$ cat src/rtl/ring_pkg.sv
// Shared types and default sizes for the ring sequencer.
package ring_pkg;

    localparam int DEFAULT_WIDTH = 4;
    localparam int DEFAULT_CNT_W = 8;

    typedef enum logic [1:0] {
        IDLE = 2'd0,
        RUN  = 2'd1,
        DONE = 2'd2
    } state_t;

endpackage

$ cat src/rtl/ring_rot.sv
// One-position ring rotation: dir = 0 rotates towards bit 0, dir = 1 towards the MSB.
module ring_rot #(
    parameter int WIDTH = 4
) (
    input  logic [WIDTH-1:0] q,
    input  logic             dir,
    output logic [WIDTH-1:0] q_rot
);

    for (genvar gi = 0; gi < WIDTH; gi++) begin : g_bit
        assign q_rot[gi] = dir ? q[(gi + WIDTH - 1) % WIDTH] : q[(gi + 1) % WIDTH];
    end

endmodule

$ cat src/rtl/ring_seq_ctrl.sv
// Command-driven ring rotator with step counting, abort and done pulse.
// Optional RING_BOUNCE_EN: reverse direction at the ring ends instead of wrapping.
module ring_seq_ctrl
    import ring_pkg::*;
#(
    parameter int WIDTH = DEFAULT_WIDTH,
    parameter int CNT_W = DEFAULT_CNT_W
) (
    input  logic             clk1,
    input  logic             rst,
    input  logic             tick,
    input  logic             cmd_valid,
    output logic             cmd_ready,
    input  logic             cmd_dir,
    input  logic [CNT_W-1:0] cmd_steps,
    input  logic             cmd_load,
    input  logic [WIDTH-1:0] cmd_pattern,
    input  logic             abort,
    output logic [WIDTH-1:0] q,
    output logic             busy,
    output logic             done
);

    localparam logic [WIDTH-1:0] RING_ONE = {{(WIDTH-1){1'b0}}, 1'b1};

    state_t             state_reg, state_next;
    logic [WIDTH-1:0]   q_reg, q_next, q_rot, load_val;
    logic [CNT_W-1:0]   remaining_reg, remaining_next;
    logic               dir_reg, dir_next, step_dir;

    // An all-zero ring would never show activity, so it is replaced by a single one.
    assign load_val = (cmd_pattern == '0) ? RING_ONE : cmd_pattern;

`ifdef RING_BOUNCE_EN
    assign step_dir = dir_reg ^ (dir_reg ? q_reg[WIDTH-1] : q_reg[0]);
`else
    assign step_dir = dir_reg;
`endif

    ring_rot #(.WIDTH(WIDTH)) u_rot (
        .q     (q_reg),
        .dir   (step_dir),
        .q_rot (q_rot)
    );

    always_comb begin
        state_next     = state_reg;
        q_next         = q_reg;
        remaining_next = remaining_reg;
        dir_next       = dir_reg;
        case (state_reg)
            IDLE: begin
                if (cmd_valid) begin
                    dir_next       = cmd_dir;
                    remaining_next = cmd_steps;
                    if (cmd_load) q_next = load_val;
                    state_next = (cmd_steps == '0) ? DONE : RUN;
                end
            end
            RUN: begin
                // Abort wins over a coincident tick: no rotation, no done pulse.
                if (abort) begin
                    state_next = IDLE;
                end else if (tick) begin
                    q_next         = q_rot;
                    dir_next       = step_dir;
                    remaining_next = remaining_reg - 1'b1;
                    if (remaining_reg == CNT_W'(1)) state_next = DONE;
                end
            end
            DONE:    state_next = IDLE;
            default: state_next = IDLE;
        endcase
    end

    always_ff @(posedge clk1) begin
        if (rst) begin
            state_reg     <= IDLE;
            q_reg         <= RING_ONE;
            remaining_reg <= '0;
            dir_reg       <= 1'b0;
        end else begin
            state_reg     <= state_next;
            q_reg         <= q_next;
            remaining_reg <= remaining_next;
            dir_reg       <= dir_next;
        end
    end

    assign q         = q_reg;
    assign cmd_ready = (state_reg == IDLE);
    assign busy      = (state_reg == RUN);
    assign done      = (state_reg == DONE);

endmodule
$ cat config.mk
export PLATFORM = sky130hd
export DESIGN_NAME = ring_seq_ctrl
export DESIGN_NICKNAME = d
export VERILOG_FILES = /design/src/rtl/ring_pkg.sv /design/src/rtl/ring_rot.sv /design/src/rtl/ring_seq_ctrl.sv
export SDC_FILE = /design/constraint.sdc
export NUM_CORES = 1
export LEC_CHECK = 0
export CAP_MARGIN = 20
export CORE_UTILIZATION = 43
export CTS_CLUSTER_DIAMETER = 60
export DETAILED_ROUTE_END_ITERATION = 7
export PLACE_DENSITY = 0.74
export SYNTH_ARGS = -nofsm -noshare
export SYNTH_HDL_FRONTEND = slang
export SYNTH_SLANG_ARGS = --single-unit
$ cat constraint.sdc
create_clock -name clk1 -period 1.41 [get_ports clk1]
set_input_delay 0.2115 -clock clk1 [delete_from_list [all_inputs] [get_ports clk1]]
set_output_delay 0.2115 -clock clk1 [all_outputs]
set_load 0.02 [all_outputs]
==> results of run 1 <==
-- synthesized netlist by cell type, drive strengths merged --
cell type | count | area (µm²)
nand2 | 10 | 37.5
mux2i | 5 | 50.1
o21bai | 1 | 7.51
a211oi | 3 | 27.5
or3 | 2 | 17.5
inv | 5 | 18.8
o31a | 2 | 17.5
o21ai | 8 | 43.8
nor3b | 1 | 7.51
nor3 | 6 | 30.0
a21oi | 14 | 92.6
clkbuf | 2 | 7.51
or2 | 1 | 6.26
buf | 2 | 22.5
nand3 | 2 | 10.0
o32ai | 1 | 8.76
nand3b | 3 | 35.0
a221oi | 1 | 15.0
and2 | 4 | 25.0
nand2b | 6 | 47.5
nand4 | 1 | 6.26
o211ai | 3 | 22.5
a21o | 2 | 22.5
o311ai | 1 | 26.3
nor4 | 4 | 55.1
or2b | 1 | 7.51
dfxtp | 15 | 300
ha | 2 | 25.0
mux2 | 1 | 11.3
nor2 | 5 | 18.8
nor2b | 1 | 6.26
or3b | 1 | 8.76
-- logic make-up (layout without fill, tap and decap cells) --
kind of cell               count (synthesis)  count (layout)
and+or+nand+nor                           48              48
AOI/OAI and AO/OA                         36              36
DFF                                       15              15
buffers and inverters                      9              61
muxes                                      6               6
adders and majority gates                  2               2
-- cells in the final DEF (no fill, tap or decap), drive strengths merged, types with 2 or more instances in the layout --
| cell type | netlist | final |
|---|---|---|
| o31a | 2 | 2 |
| a211oi | 3 | 3 |
| a21oi | 14 | 14 |
| o21ai | 8 | 8 |
| nand2 | 10 | 10 |
| nor2 | 5 | 5 |
| o211ai | 3 | 3 |
| nand2b | 6 | 6 |
| nand3 | 2 | 2 |
| nor3 | 6 | 6 |
| a21o | 2 | 2 |
| or3 | 2 | 2 |
| clkbuf | 2 | 4 |
| nand3b | 3 | 3 |
| buf | 2 | 27 |
| mux2i | 5 | 5 |
| ha | 2 | 2 |
| dfxtp | 15 | 15 |
| nor4 | 4 | 4 |
| and2 | 4 | 4 |
| dlygate4sd2 | 0 | 6 |
| clkdlybuf4s50 | 0 | 17 |
| inv | 5 | 5 |
-- cell type report --
class | instances | area (µm²) | share of cell area [%]
tap | 28 | 35.0 | 2.22
multi-input combinational | 92 | 737 | 46.7
timing repair buffer | 52 | 452 | 28.6
inverter | 5 | 21.3 | 1.35
sequential | 15 | 308 | 19.5
clock buffer | 4 | 26.3 | 1.66
-- metal layers --
metal / routed length [µm] / vias to the layer above / part of all wire [%]
met5: 0 / - / 0
met4: 27 / 0 / 0.99
met3: 66 / 4 / 2.4
met2: 1380 / 18 / 51
met1: 1260 / 515 / 46
li1: - / 533 / -
-- through the flow --
step           cell area, µm²  util (%)  setup WS (ns)  instances
6_report                 1580      70.0         -0.112        196
5_1_grt                  1580      70.0         -0.205        196
4_1_cts                  1530      67.8        -0.0998        193
3_5_place_dp             1470      65.3         -0.303        186
3_3_place_gp             1470      65.3         -0.184        186
2_1_floorplan            1060         -        -0.0381        116
-- power by group --
group | switching (W) | internal (W) | total (W) | leakage [nW]
logic | 0.000228 | 0.000270 | 0.000499 | 0.482
clock network | 0.000145 | 0.000110 | 0.000255 | 0.0150
registers | 0.0000388 | 0.000460 | 0.000499 | 0.125
-- path summary, 6_finish.rpt --
kind	startpoint	end	slack (ns)	cells past startpoint
worst max register to register	remaining_reg[0]	remaining_reg[6]	-0.11	6
worst max-delay path	remaining_reg[0]	remaining_reg[6]	-0.11	6
worst min-delay path	cmd_steps[3]	remaining_reg[3]	0.40	4
worst min register to register	q[3]	q[3]	0.50	2
-- worst max-delay path: stages, from the launching register on --
cell	delay (ns)
dfxtp_4	0.37
inv_4	0.06
ha_4	0.13
or3b_4	0.41
o31a_1	0.25
o21ai_1	0.11
a21oi_1	0.07
-- timing repair --
item / 4_1_cts / 5_1_grt
resized for setup: 13 / 10
setup endpoints to repair: 15 / 10
hold buffers: 0 / 0
setup buffers: 3 / 3
endpoints found under the hold margin: 0 / 0
pin swaps: 7 / 11
==> impl_metrics.tcl, run 1 <==
set metrics [dict create \
    status "finished with violations" \
    violations "negative setup slack" \
    grtUsageMet2_pct 39.3 \
    cts_made_buffers 3 \
    die_area_mm2 0.00262 \
    synth_top_family_by_area "simple AND/OR/NAND/NOR gates" \
    p_leak_nw 0.622 \
    hold_path_class "input pin to flip-flop" \
    rsz0062_at_grt "yes" \
    path_class "flip-flop to flip-flop" \
    grt_max_degree 17 \
    via_count 1070 \
    critPathMaxFanout 4 \
    path_clk_slew_ns 0.09 \
    power_w 0.00125 \
    die_w_um 51.1 \
    synthesis.area_mm2 0.00104 \
    cp-end-kind "flip-flop" \
    antenna_found_initial 0 \
    grt_pass1_wl_um 4380 \
    area_growth_pct 52.0 \
    cts.htree.levels 1 \
    drtAntennaViolNets 0 \
    first_pass_iters 4 \
    cts_sinks 15 \
    grt_use_met3_pct 3.87 \
    largest_reg_flops 8 \
    ys_seq_area_share_pct 28.9 \
    cts-root-buf "clkbuf_4" \
    finalHoldViolations 0 \
    numPortBuffers 25 \
    syn-num-nets 137 \
    drt-vias-per-instance 5.46 \
    ys_ff_latch 15 \
    drive_gt1_share_pct 36.3 \
    fin_tns_setup_ns -0.197 \
    nNetsFinal 190 \
    slew-limit-headroom_pct 75.7 \
    gp_congestion 0.830 \
    cp.arrival_ns 1.69 \
    first_iter_violations 18 \
    overflow 0 \
    wirelength_um 2730 \
    post-route-period-util_pct 108 \
    max-cap-violations 0 \
    antenna_cells 0 \
    start_kind "flip-flop" \
    post_synth_num_cell_types 43 \
    cts_tree "done" \
    start_util_pct 46.1 \
    wl_per_cell_um 13.9 \
    grt_use_met1_pct 28.1 \
    boundaryPins 26 \
    syn_area_per_cell_um2 8.95 \
    setup_violations 2 \
    grt-busiest-layer "met2" \
    yosys.area_share.xor_xnor_pct 0 \
    die_y_um 51.1 \
    yosys.area_share.simple_pct 30.7 \
    drcViolationCount 0 \
    cp_data_required_time_ns 1.58 \
    fin_ws_ns -0.112 \
    ir_drop_uv 664 \
    dp_hpwl_um 2130 \
    hold_slack_ns 0.404 \
    grt_pass1_vias 1021 \
    core_area_mm2 0.00225 \
    synth-warning-count 0 \
    track_usage_pct 22.6 \
    fillerInstances 194 \
    synth.area.mux_share_pct 5.90 \
    synthCells 116 \
    row_count 17 \
    clock_path_buffers 2 \
    synth-compound-area-share_pct 27.3 \
    final-max-slew-violation-count 0 \
    fin_worst_skew_ns 0.000900 \
    pwr_density_cell_mw_per_mm2 793 \
    period_minus_slack_ns 1.52 \
    clkLatencyLatePin_ns 0.28 \
    worst_pin_slew_ns 0.362 \
    synthAdderAreaFrac_pct 2.41 \
    fmax_mhz 657 \
]
Power figures use the tool's default switching activity.
==> inputs of run 2 (changes only) <==
--- a/config.mk
+++ b/config.mk
@@ -9,6 +9,7 @@
 export CORE_UTILIZATION = 43
 export CTS_CLUSTER_DIAMETER = 60
 export DETAILED_ROUTE_END_ITERATION = 7
+export GPL_ROUTABILITY_DRIVEN = 0
 export PLACE_DENSITY = 0.74
 export SYNTH_ARGS = -nofsm -noshare
 export SYNTH_HDL_FRONTEND = slang
==> results of run 2 <==
No change in the layout: final DEF, timing and power equal those of run 1.
==> inputs of run 3 (changes only) <==
--- a/config.mk
+++ b/config.mk
@@ -10,7 +10,7 @@
 export CTS_CLUSTER_DIAMETER = 60
 export DETAILED_ROUTE_END_ITERATION = 7
 export GPL_ROUTABILITY_DRIVEN = 0
-export PLACE_DENSITY = 0.74
+export PLACE_DENSITY = 0.71
 export SYNTH_ARGS = -nofsm -noshare
 export SYNTH_HDL_FRONTEND = slang
 export SYNTH_SLANG_ARGS = --single-unit
==> run 3 against run 2 <==
The run still ends with negative setup slack left; global-route usage fell by 0.64 points; clock-buffer cell count fell by 1; non-clock buffer count fell by 1; setup slack improved by 0.033 ns; wire length fell by 2.0%; sequential share of layout area rose by 0.22 points; cell count fell by 0.51%; sequential power barely moved; clock power rose by 4%; via count fell by 2.7%; first-iteration DRC count rose by 33%; utilization fell by 0.78 points; critical path type unchanged.
==> impl_metrics.tcl, run 3 (synthesis gave the netlist of run 1 again) <==
set metrics [dict create \
    first_pass_iters 4 \
    track_usage_pct 22.0 \
    start_kind "flip-flop" \
    wl_per_cell_um 13.7 \
    cp_top_family "compound AO/OA/AOI/OAI gates" \
    path_class "flip-flop to flip-flop" \
    slowest_delay_ns 0.40 \
    hold_path_class "flip-flop to flip-flop" \
    finalHoldViolations 0 \
    numPortBuffers 25 \
    ir_drop_uv 565 \
    cp.buffers_inverters 1 \
    drt-vias-per-instance 5.34 \
    place_area_mm2 0.00149 \
    cp.arrival_ns 1.68 \
    period_minus_slack_ns 1.49 \
    clkLatencyLatePin_ns 0.30 \
    die_w_um 51.1 \
    postCtsHoldBufs 0 \
    critPathMaxFanout 4 \
    crit_chain "inv_4 -> ha_4 -> or3b_4 -> o31a_1 -> o21ai_1 -> a21oi_1" \
    rr_endpoint "remaining_reg[6]" \
    drive_gt1_share_pct 36.5 \
    via_count 1041 \
    path_clk_slew_ns 0.10 \
    largest_reg_flops 8 \
    fin_tns_setup_ns -0.144 \
    final-max-slew-violation-count 0 \
    core_area_mm2 0.00225 \
    cp_slowest_cell "or3b_4" \
    timing.rr.start "remaining_reg[0]" \
    mostFrequentLayoutCell "buf_4" \
    violations "negative setup slack" \
    cts-root-buf "clkbuf_4" \
    combinationalPowerShare_pct 39.2 \
    cp_data_required_time_ns 1.60 \
    cts_made_buffers 3 \
    grt_pass1_wl_um 4260 \
    max-cap-violations 0 \
    wirelength_um 2670 \
    rsz0062_at_grt "yes" \
    die_area_mm2 0.00262 \
    worst_pin_slew_ns 0.380 \
    p_int_w 0.000835 \
    power.share.clock_pct 21.2 \
    grt_pass1_vias 940 \
    fmax_mhz 671 \
    post-route-period-util_pct 106 \
    start_util_pct 46.1 \
    min_path_cells 2 \
    first_iter_violations 24 \
    fin_ws_ns -0.0794 \
    pwr_density_cell_mw_per_mm2 802 \
    place_ws_ns -0.217 \
    cts.htree.levels 1 \
    status "finished with violations" \
    drtAntennaViolNets 0 \
    antenna_found_initial 0 \
    grt_max_degree 17 \
    die_y_um 51.1 \
    antenna_cells 0 \
    fin_worst_skew_ns 0.00333 \
    design_area_mm2 0.00156 \
    hold_slack_ns 0.499 \
    layout_common_cells "buf_4 (26), clkdlybuf4s50_1 (18), a21oi_1 (11), dfxtp_1 (11), nand2_1 (10)" \
    holdPathEnd "q[1]" \
    hp-start "q[1]" \
    p_leak_nw 0.607 \
    overflow 0 \
    p_sw_w 0.000418 \
    setup_violations 3 \
    clock_path_buffers 2 \
    dp_hpwl_um 2060 \
    boundaryPins 26 \
    swShare_pct 33.4 \
    r2r_cells 6 \
    ff2ff_setup_slack_ns -0.08 \
    area_growth_pct 50.4 \
    seqPwrFrac_pct 39.6 \
    cp-end-kind "flip-flop" \
    row_count 17 \
    cts_sinks 15 \
    drcViolationCount 0 \
    slew-limit-headroom_pct 74.6 \
    cts_tree "done" \
    nNetsFinal 189 \
]
run 3: cell type report:
cell class / count / area, µm²
flip-flops and latches: 15 / 308
repair buffers: 51 / 434
inverters: 5 / 21.3
well taps: 28 / 35.0
clock inverters: 1 / 6.26
clock buffers: 3 / 22.5
multi-input cells: 92 / 734
fillers: 199 / 693
run 3: tightest hold or removal path: cells and delay by family, from the launching register on:
kind | cells | cell delay, ns
flops | 1 | 0.34
simple gates | 1 | 0.07
compound gates | 1 | 0.06
run 3: power groups by stage:
stage | sequential [W] | combinational, W | clock (W)
2_1_floorplan | 0.000519 | 0.000247 | 0
3_3_place_gp | 0.000503 | 0.000452 | 0
3_5_place_dp | 0.000506 | 0.000464 | 0
4_1_cts | 0.000497 | 0.000462 | 0.000279
5_1_grt | 0.000502 | 0.000531 | 0.000292
6_report | 0.000496 | 0.000491 | 0.000266
run 3: how the worst max path moves through the flow:
stage | startpoint | end | slack, ns | cells past startpoint
4_1_cts | remaining_reg[0] | remaining_reg[6] | -0.09 | 6
3_3_place_gp | cmd_steps[2] | state_reg[1] | -0.22 | 5
5_1_grt | remaining_reg[0] | remaining_reg[6] | -0.12 | 6
3_5_place_dp | cmd_steps[2] | state_reg[1] | -0.22 | 5
2_1_floorplan | remaining_reg[0] | remaining_reg[6] | -0.04 | 6
6_report | remaining_reg[0] | remaining_reg[6] | -0.08 | 6
run 3: metal layers:
metal,up-vias,routed length [µm],track usage [%]
li1,528,-,-
met5,-,0,0
met4,0,45,9.72
met1,488,1240,30.8
met3,5,127,1.79
met2,20,1260,34.0
run 3: timing repair:
action,CTS,global route
pin swaps,1,5
setup buffers,0,3
gates resized for setup,12,9
endpoints found under the setup margin,12,12
run 3: stage by stage:
stage / total power, W / std cells / util, %
floorplan: 0.000765 / 116 / -
global placement: 0.000955 / 188 / 66.0
detailed placement: 0.000970 / 188 / 66.0
CTS: 0.00124 / 192 / 67.3
global route: 0.00133 / 195 / 69.3
finish: 0.00125 / 195 / 69.3
